[config.mk]
export PLATFORM = sky130hd
export DESIGN_NAME = collision_detector
export DESIGN_NICKNAME = d
export VERILOG_FILES = /design/src/rtl/collision_detector.sv
export SDC_FILE = /design/constraint.sdc
export NUM_CORES = 1
export LEC_CHECK = 0
export ABC_CLOCK_PERIOD_IN_PS = 6100
export CAP_MARGIN = 25
export CORE_MARGIN = 2
export CORE_UTILIZATION = 55
export CTS_BUF_LIST = sky130_fd_sc_hd__clkbuf_16
export DETAILED_ROUTE_END_ITERATION = 10
export GPL_ROUTABILITY_DRIVEN = 1
export PLACE_DENSITY_LB_ADDON = 0.3
export SLEW_MARGIN = 20
export SYNTH_ARGS = -nofsm -noshare
export SYNTH_HDL_FRONTEND = slang
export SYNTH_SLANG_ARGS = --single-unit
[constraint.sdc]
create_clock -name clk -period 6.1 [get_ports clk]
set_input_delay 1.83 -clock clk [delete_from_list [all_inputs] [get_ports clk]]
set_output_delay 1.83 -clock clk [all_outputs]
set_load 0.05 [all_outputs]
[src/rtl/collision_detector.sv]
// Hit detector between the player and one obstacle: debounces bounding-box overlap
// over game ticks, then tracks hits, lives, invulnerability cooldown and game over.
module collision_detector #(
  parameter logic [9:0] SCREEN_W       = 10'd640,
  parameter logic [2:0] CONFIRM_TICKS  = 3'd2,
  parameter logic [7:0] COOLDOWN_TICKS = 8'd12,
  parameter logic [2:0] LIVES          = 3'd3
) (
  input  logic       clk,
  input  logic       rst,
  input  logic       game_en,
  input  logic       restart,
  input  logic [9:0] player_x,
  input  logic [9:0] player_y,
  input  logic [9:0] player_w,
  input  logic [9:0] player_h,
  input  logic [9:0] obstacle_x_pos,
  input  logic [9:0] obstacle_y_pos,
  input  logic [9:0] obstacle_width,
  input  logic [9:0] obstacle_height,
  output logic       collision,
  output logic       invulnerable,
  output logic [2:0] lives,
  output logic [3:0] hit_count,
  output logic       game_over
);

  typedef enum logic [2:0] {
    ARMED    = 3'd0,
    CONFIRM  = 3'd1,
    HIT      = 3'd2,
    COOLDOWN = 3'd3,
    OVER     = 3'd4
  } state_t;

  state_t     state, state_n;
  logic [2:0] confirm_cnt, confirm_n;
  logic [7:0] cooldown_cnt, cooldown_n;
  logic       collision_n, invulnerable_n, game_over_n;
  logic [2:0] lives_n;
  logic [3:0] hit_count_n;
  logic       enter_hit;

  // 11-bit extents so box edges near the 10-bit limit cannot wrap
  logic [10:0] px_end, py_end, ox_end, oy_end;
  logic        overlap;

  assign px_end = {1'b0, player_x} + {1'b0, player_w};
  assign py_end = {1'b0, player_y} + {1'b0, player_h};
  assign ox_end = {1'b0, obstacle_x_pos} + {1'b0, obstacle_width};
  assign oy_end = {1'b0, obstacle_y_pos} + {1'b0, obstacle_height};

  assign overlap = ({1'b0, player_x} < ox_end) &&
                   ({1'b0, obstacle_x_pos} < px_end) &&
                   ({1'b0, player_y} < oy_end) &&
                   ({1'b0, obstacle_y_pos} < py_end) &&
                   (obstacle_x_pos < SCREEN_W);

  always_comb begin
    state_n        = state;
    confirm_n      = confirm_cnt;
    cooldown_n     = cooldown_cnt;
    collision_n    = collision;
    invulnerable_n = invulnerable;
    game_over_n    = game_over;
    lives_n        = lives;
    hit_count_n    = hit_count;
    enter_hit      = 1'b0;

    if (game_en) begin
      if (restart) begin
        state_n        = ARMED;
        confirm_n      = '0;
        cooldown_n     = '0;
        collision_n    = 1'b0;
        invulnerable_n = 1'b0;
        game_over_n    = 1'b0;
        lives_n        = LIVES;
        hit_count_n    = '0;
      end else begin
        unique case (state)
          ARMED: begin
            if (overlap) begin
              confirm_n = 3'd1;
              if (3'd1 >= CONFIRM_TICKS) enter_hit = 1'b1;
              else                       state_n   = CONFIRM;
            end
          end
          CONFIRM: begin
            if (overlap) begin
              confirm_n = confirm_cnt + 3'd1;
              if (confirm_cnt + 3'd1 >= CONFIRM_TICKS) enter_hit = 1'b1;
            end else begin
              confirm_n = '0;
              state_n   = ARMED;
            end
          end
          HIT: begin
            collision_n = 1'b0;
            if (lives == 3'd0) begin
              state_n        = OVER;
              game_over_n    = 1'b1;
              invulnerable_n = 1'b0;
            end else begin
              state_n = COOLDOWN;
            end
          end
          COOLDOWN: begin
            cooldown_n = cooldown_cnt + 8'd1;
            if (cooldown_cnt + 8'd1 >= COOLDOWN_TICKS) begin
              invulnerable_n = 1'b0;
              confirm_n      = '0;
              state_n        = ARMED;
            end
          end
          OVER: begin
            game_over_n    = 1'b1;
            collision_n    = 1'b0;
            invulnerable_n = 1'b0;
          end
          default: begin
            state_n        = ARMED;
            confirm_n      = '0;
            cooldown_n     = '0;
            collision_n    = 1'b0;
            invulnerable_n = 1'b0;
          end
        endcase

        // Hit entry is shared by ARMED (single-tick confirm) and CONFIRM
        if (enter_hit) begin
          state_n        = HIT;
          collision_n    = 1'b1;
          invulnerable_n = 1'b1;
          cooldown_n     = '0;
          lives_n        = (lives == 3'd0) ? 3'd0 : lives - 3'd1;
          hit_count_n    = (hit_count == 4'd15) ? 4'd15 : hit_count + 4'd1;
        end
      end
    end
  end

  always_ff @(posedge clk or negedge rst) begin
    if (!rst) begin
      state        <= ARMED;
      confirm_cnt  <= '0;
      cooldown_cnt <= '0;
      collision    <= 1'b0;
      invulnerable <= 1'b0;
      game_over    <= 1'b0;
      lives        <= LIVES;
      hit_count    <= '0;
    end else begin
      state        <= state_n;
      confirm_cnt  <= confirm_n;
      cooldown_cnt <= cooldown_n;
      collision    <= collision_n;
      invulnerable <= invulnerable_n;
      game_over    <= game_over_n;
      lives        <= lives_n;
      hit_count    <= hit_count_n;
    end
  end

endmodule

==> results of run 1 <==
[final cells by class]
cell class	instances	share of cell area
sequential	24	0.124
clock buffer	3	0.0154
multi-input combinational	390	0.625
timing repair buffer	97	0.196
inverter	25	0.0192
tap	80	0.0205
[how the worst max path moves through the flow]
stage,start,endpoint,slack (ns),depth (start not counted)
final,player_w[1],state[0],0.29,18
after CTS,player_w[1],state[0],0.24,18
after global placement,player_w[1],state[0],0.14,18
after global routing,obstacle_x_pos[0],state[0],-0.02,18
after floorplan,obstacle_x_pos[0],state[0],0.71,18
after detailed placement,player_w[1],state[0],-0.001,18
[placed cells by master, fill, tap and decap left out, types with 11 or more instances in the layout]
master	synthesis	final
nor2_1	15	15
nand2_1	30	30
nand3_1	11	11
a21oi_1	47	45
xnor2_1	22	22
clkdlybuf4s50_1	0	92
inv_1	25	25
dfrtp_1	22	22
xor2_1	11	11
o21ai_0	26	25
ha_1	81	81
a21o_1	24	24
[stage by stage]
stage          cells   TNS, ns
3_5_place_dp     616  -0.00147
4_1_cts          619         0
5_1_grt          619   -0.0324
3_3_place_gp     616         0
6_report         619         0
2_1_floorplan    449         0
[what timing repair did]
item                       4_1_cts  5_1_grt
gates resized for setup          0        4
setup endpoints to repair        0       16
buffers inserted                 0        0
[flip-flops by register name, summed over array words and instances (netlist names)]
signal / count
hit_count: 4
state: 3
collision: 1
cooldown_cnt: 8
game_over: 1
lives: 3
confirm_cnt: 3
invulnerable: 1
[cells by family after synthesis]
| group | count (synthesis) | share of synthesized area |
|---|---|---|
| AOI/OAI and AO/OA | 159 | 0.273 |
| buffers and inverters | 35 | 0.0355 |
| adders and majority gates | 86 | 0.292 |
| muxes | 6 | 0.0179 |
| and+or+nand+nor | 106 | 0.145 |
| xor gates and xnor gates | 33 | 0.0766 |
| DFF | 24 | 0.160 |
[worst reg2reg max path, stage by stage (launching register included)]
cell     delay, ns
dfrtp_1       0.43
ha_1          0.30
nand3_1       0.15
or3_1         0.39
mux2i_1       0.17
a31oi_1       0.10
a211o_1       0.30
inv_1         0.16
a211o_1       0.16
mux2_4        0.30
[power by group]
part	internal [uW]	switching (uW)	leakage [uW]
clock network	86.7	52.9	0.0000370
logic	250	274	0.00189
registers	180	35.2	0.000322
total	517	362	0.00225
[routing by layer]
metal / wire length [um] / vias up
met2: 4660 / 105
met1: 4300 / 1721
met3: 442 / 15
li1: - / 1881
met4: 123 / 0
met5: 0 / -
==> summary.txt, run 1 <==
Cells and area
  • Ratio of cells with drive above 1 in the final layout: 0.0371
  • Area of the multi-input gates: 3050 um2
  • Area grow syn2layout: 29.2%
  • Final core occ: 0.726
  • Final Instance Area: 4880 um2
  • Antenna fix cells: 0
  • Register area: 603 um2
  • Fillers: 512
  • Final nets: 710

Hold path
  • Hold path start: invulnerable
  • Hold Path Depth: 1
  • Worst Hold End: invulnerable
  • Hold Path Class: reg2reg

Floorplan
  • Starting density of the core: 0.562
  • Placeable Area: 6720 um2
  • Die ar.: 7540 um2
  • Io pins: 94
  • Die width: 86.8 um
  • FP Rows: 30
  • Die H: 86.8 um

Logic synthesis
  • Net Count, Synth: 618
  • Post-synthesis cell type count: 59
  • Synth Area per Inst: 8.41 um2
  • Ys flop type: dfrtp_1
  • Cells after synthesis: 449
  • Ys async rst share: 1.00
  • Netlist Area Pre-Place: 3770 um2
  • Synth area leader: ha_1
  • #FFs+latches synth: 24
  • Post-synth top cells: ha_1, a21oi_1, nand2_1
  • Area contributors post-synth: ha_1, dfrtp_1, a21oi_1, xnor2_1, a21o_1
  • Top cell type's share of synthesized area: 0.268
  • Most numerous cell in the Yosys netlist: ha_1
  • Synth Warn #: 0
  • Post-synth EDFFs: 0
  • Sequential fraction of the synthesis area: 0.160

Placed design
  • DP Area: 4800 um2
  • Post-Place Worst Slack: -0.00147 ns
  • DP HPWL: 7890 um
  • Number of I/O port buffers: 93
  • Gpl congestion: 0.924

Power
  • Leak: 0.00225 uW
  • Worst vdd ir: 0.150 mV
  • Total power: 878 uW
  • PwrDens: 180 nW/um2

Global routing
  • Grt total ovfl: 0
  • Vias in the first global route: 3627
  • Met3 Usage GRT: 0.0219
  • Busiest grt layer: met2
  • First-pass GRT wire length: 15400 um
  • Largest net degree at the start of global routing: 25
  • Gr usage total: 0.244
  • Initial antenna violation count: 0
  • Met1 Use GR: 0.314
  • Met2 usage: 0.441

STA
  • Final slew viol count: 0
  • Worst-Margin Slew: 0.721 ns
  • Setup violators final: 0
  • Layout Skew: 0.00264 ns
  • Final Hold Fails: 0
  • Achievable Freq: 172 MHz
  • Fin Hold WS: 0.488 ns
  • Slew margin rel.: 0.518
  • Final WS setup: 0.294 ns
  • Final min period: 5.81 ns
  • Final period utilization: 0.952

Outcome
  • Status: complete, no violations

Routing
  • First-pass DRT Iterations: 4
  • Wire per inst: 15.4 um
  • Vias/cell: 6.01
  • Vias: 3722
  • Drt drc: 0
  • Final wirelength: 9530 um
  • Drt initial violations: 81
  • DRT antenna net count: 0

Critical path
  • CP top delay family: compound AO/OA/AOI/OAI gates
  • Critical path peak fanout: 6
  • Required time worst endpoint: 6.24 ns
  • Data arrival, critical path: 5.94 ns
  • WP buf/inv: 1
  • CP Capture Type: flip-flop
  • Cells along the critical path: clkdlybuf4s50_1 > ha_1 > a21o_1 > a21oi_1 > o21bai_1 > a21oi_2 > o21ai_1 > a21o_1 > a21oi_1 > xor2_1 > ha_1 > a211o_1 > a221oi_1 > a311o_1 > o21ai_2 > or2_1 > a211o_1 > mux2_4
  • Worst reg2reg path depth: 9
  • RR Endpoint: state[0]
  • Critical Setup Path Class: in2reg
  • Reg-to-reg critical path startpoint: cooldown_cnt[0]
  • Slowest stage delay, CP: 0.50 ns
  • Slowest stage cell, crit path: clkdlybuf4s50_1
  • CP Launch Type: input pin
  • R2R setup slack: 3.54 ns

CTS
  • CTS Buf Count: 3
  • Clk sinks: 24
  • Maximum clock path buffer count: 2
  • CTS tree: built
  • # H-tree levels: 1
  • Cts hold-fix bufs: 0
  • Clock Pin Slew Worst Setup and Hold Paths: 0.06 ns
  • Root Driver: clkbuf_16
  • Clock latency on the worst-skew pair: 0.25 ns

Job
  • Maxcap violations: 0
No activity file was read; power rests on OpenSTA's default activity.
==> inputs of run 2 (changes only) <==
CORE_MARGIN = 1   (was 2)
==> run 2 against run 1 <==
Net effect:
- combinational power increased by 2%
- global-route usage up 3.1 points
- sequential share of layout area down 0.16 points
- cell area rose by 1.3%
- setup slack lost 0.047 ns
- clock-buffer cell count did not move
- die area fell by 4.6%
- utilization grew 3.5 points
- first-iteration DRC count up 110%
- highest routed layer unchanged
- largest cell class unchanged
- flip-flop and latch count unchanged
- the run now ends with design-rule violations left
- clock power rose by 34%
==> summary.txt, run 2 (synthesized netlist as in run 1, its figures left out) <==
Power
  • Switching fraction of total power: 0.399 (-0.0128)
  • Clock share of power: 0.199 (+0.040)
  • PwrDens: 190 nW/um2 (+5.4%)
  • Leak: 0.00228 uW (+1.2%)
  • Sequential power share: 0.230 (-0.015)
  • Logic pwr share: 0.571 (-0.025)
  • Worst vdd ir: 0.234 mV (+56%)
  • Int Power: 564 uW (+9.1%)
  • Total power: 938 uW (+6.8%)
  • Sw Pwr: 374 uW (+3.5%)

STA
  • Final min period: 5.85 ns (+0.0470 ns)
  • Final slew viol count: 0 (unchanged)
  • Worst-Margin Slew: 0.753 ns (+0.0315 ns)
  • Achievable Freq: 171 MHz (-0.80%)
  • Fin Hold WS: 0.503 ns (+0.0157 ns)
  • RSZ-0062 raised after global routing: no
  • Slew margin rel.: 0.497 (-0.0210)
  • Layout Skew: 0.00288 ns (+0.000243 ns)
  • Final Hold Fails: 0 (unchanged)
  • Final period utilization: 0.960 (+0.00771)
  • Setup violators final: 0 (unchanged)

Cells and area
  • Most frequent cells in the layout: clkdlybuf4s50_1, ha_1, a21oi_1
  • Fillers: 460 (-10%)
  • Ratio of cells with drive above 1 in the final layout: 0.0388 (+0.00171)
  • Max reg flops: 8 (unchanged)
  • Top flop regs: cooldown_cnt: 8 flops, hit_count: 4 flops
  • Final core occ: 0.761 (+0.0347)
  • Final nets: 711 (+0.14%)
  • Antenna fix cells: 0 (unchanged)
  • Top reg by flops: cooldown_cnt
  • Commonest non-fill, non-tap cell in the layout: clkdlybuf4s50_1
  • Area grow syn2layout: 30.9%

Critical path
  • Slowest stage cell, crit path: fa_1
  • CP Launch Point: obstacle_x_pos[0]
  • Critical Setup Path Class: in2reg
  • Worst reg2reg path depth: 9 (unchanged)
  • Required time worst endpoint: 6.25 ns (about the same)
  • Reg-to-reg critical path startpoint: cooldown_cnt[0]
  • Critical path peak fanout: 6 (unchanged)
  • Slowest stage delay, CP: 0.44 ns (-0.06 ns)
  • CP Capture Type: flip-flop
  • Cells along the critical path: clkdlybuf4s50_1 > ha_1 > fa_1 > a211oi_1 > nor2_1 > o31ai_2 > nand2b_1 > a21oi_1 > xnor2_1 > ha_1 > a21o_1 > a211oi_1 > o31ai_1 > o22ai_1 > o21ai_2 > or2_1 > a211o_1 > mux2_4
  • Data arrival, critical path: 6.00 ns (+0.06 ns)
  • CP Launch Type: input pin

Floorplan
  • Die width: 84.8 um (-2.3%)
  • FP Rows: 29 (-3.3%)
  • Die H: 84.8 um (-2.3%)
  • Io pins: 94 (unchanged)
  • Die ar.: 7200 um2 (-4.6%)
  • Starting density of the core: 0.581 (+0.0194)
  • Placeable Area: 6490 um2 (-3.3%)

Outcome
  • Violated checks: design-rule violations
  • Status: complete, but fails checks

Hold path
  • Hold Path Class: reg2reg
  • Hold Path Depth: 1 (unchanged)
  • Hold path start: lives[1]

CTS
  • Post-CTS Setup Repair Bufs: 0 (unchanged)
  • Clock Pin Slew Worst Setup and Hold Paths: 0.06 ns (about the same)
  • # H-tree levels: 1 (unchanged)
  • CTS tree: built
  • CTS Buf Count: 3 (unchanged)
  • Clock latency on the worst-skew pair: 0.26 ns (about the same)
  • # resized after CTS: 0 (unchanged)
  • Clk sinks: 24 (unchanged)
  • Maximum clock path buffer count: 2 (unchanged)
  • Root Driver: clkbuf_16
  • Cts hold-fix bufs: 0 (unchanged)

Global routing
  • Initial antenna violation count: 0 (unchanged)
  • Gr usage total: 0.275 (+0.0309)
  • Grt total ovfl: 0 (unchanged)
  • Vias in the first global route: 3877 (+6.9%)
  • Largest net degree at the start of global routing: 23 (-8.0%)
  • First-pass GRT wire length: 16400 um (+6.7%)

Routing
  • First-pass DRT Iterations: 10 (+6)
  • Drt drc: 8 (+8)
  • Vias: 3766 (+1.2%)
  • Wire per inst: 15.7 um (+2.1%)
  • Final wirelength: 9710 um (+1.9%)
  • Drt initial violations: 170 (+110%)
  • DRT antenna net count: 0 (unchanged)
  • Vias/cell: 6.09 (+1.3%)

Placed design
  • DP HPWL: 7890 um (about the same)
  • Number of I/O port buffers: 93 (unchanged)
  • Gpl congestion: 0.888 (-4.0%)

Job
  • Maxcap violations: 0 (unchanged)
==> run 2: worst max-delay path, delay by kind of cell <==
family | cells | cell delay [ns]
simple gates | 3 | 0.53
mux | 1 | 0.30
buf+inv | 1 | 0.42
xor+xnor | 1 | 0.13
fa+ha+maj | 3 | 0.94
compound gates | 9 | 1.84
==> run 2: through the flow <==
step	instances	TNS, ns	setup slack (ns)	cell area (um2)
after floorplan	449	0	0.712	3770
after global placement	613	0	0.138	4790
after detailed placement	614	-0.0512	-0.0313	4820
after CTS	618	0	0.215	4920
after global routing	618	0	0.000139	4940
final	618	0	0.247	4940
==> run 2: per-layer routing <==
| metal | global-route usage | vias up | wire length, um |
|---|---|---|---|
| met5 | 0 | - | 0 |
| met4 | 0.0786 | 0 | 225 |
| met1 | 0.330 | 1755 | 4180 |
| li1 | - | 1877 | - |
| met3 | 0.0302 | 22 | 432 |
| met2 | 0.517 | 112 | 4880 |
==> run 2: power groups by stage <==
stage	registers (uW)	logic (uW)	clock network, uW
2_1_floorplan	228	341	0
3_3_place_gp	216	497	0
3_5_place_dp	216	523	0
4_1_cts	214	527	188
5_1_grt	218	593	195
6_report	215	535	187
==> run 2: final timing paths <==
kind	to	slack (ns)
max	state[0]	0.25
min	lives[1]	0.50
max reg2reg	state[0]	3.51
min reg2reg	lives[1]	0.50
max in group asynchronous	confirm_cnt[0]	3.77
min in group asynchronous	hit_count[0]	1.89
==> run 2: area by class of cell <==
type / count / area, um2 / area share
Multi-Input combinational cell: 390 / 3050 / 0.618
Timing Repair Buffer: 98 / 988 / 0.200
Sequential cell: 24 / 603 / 0.122
Tap cell: 77 / 96.3 / 0.0195
Inverter: 25 / 93.8 / 0.0190
Clock buffer: 3 / 75.1 / 0.0152
Clock inverter: 1 / 30.0 / 0.00608
==> inputs of run 3 (changes only) <==
CTS_CLUSTER_SIZE = 30   (was not set)
==> results of run 3 <==
The final DEF is identical to that of run 2; final timing and power are the same.
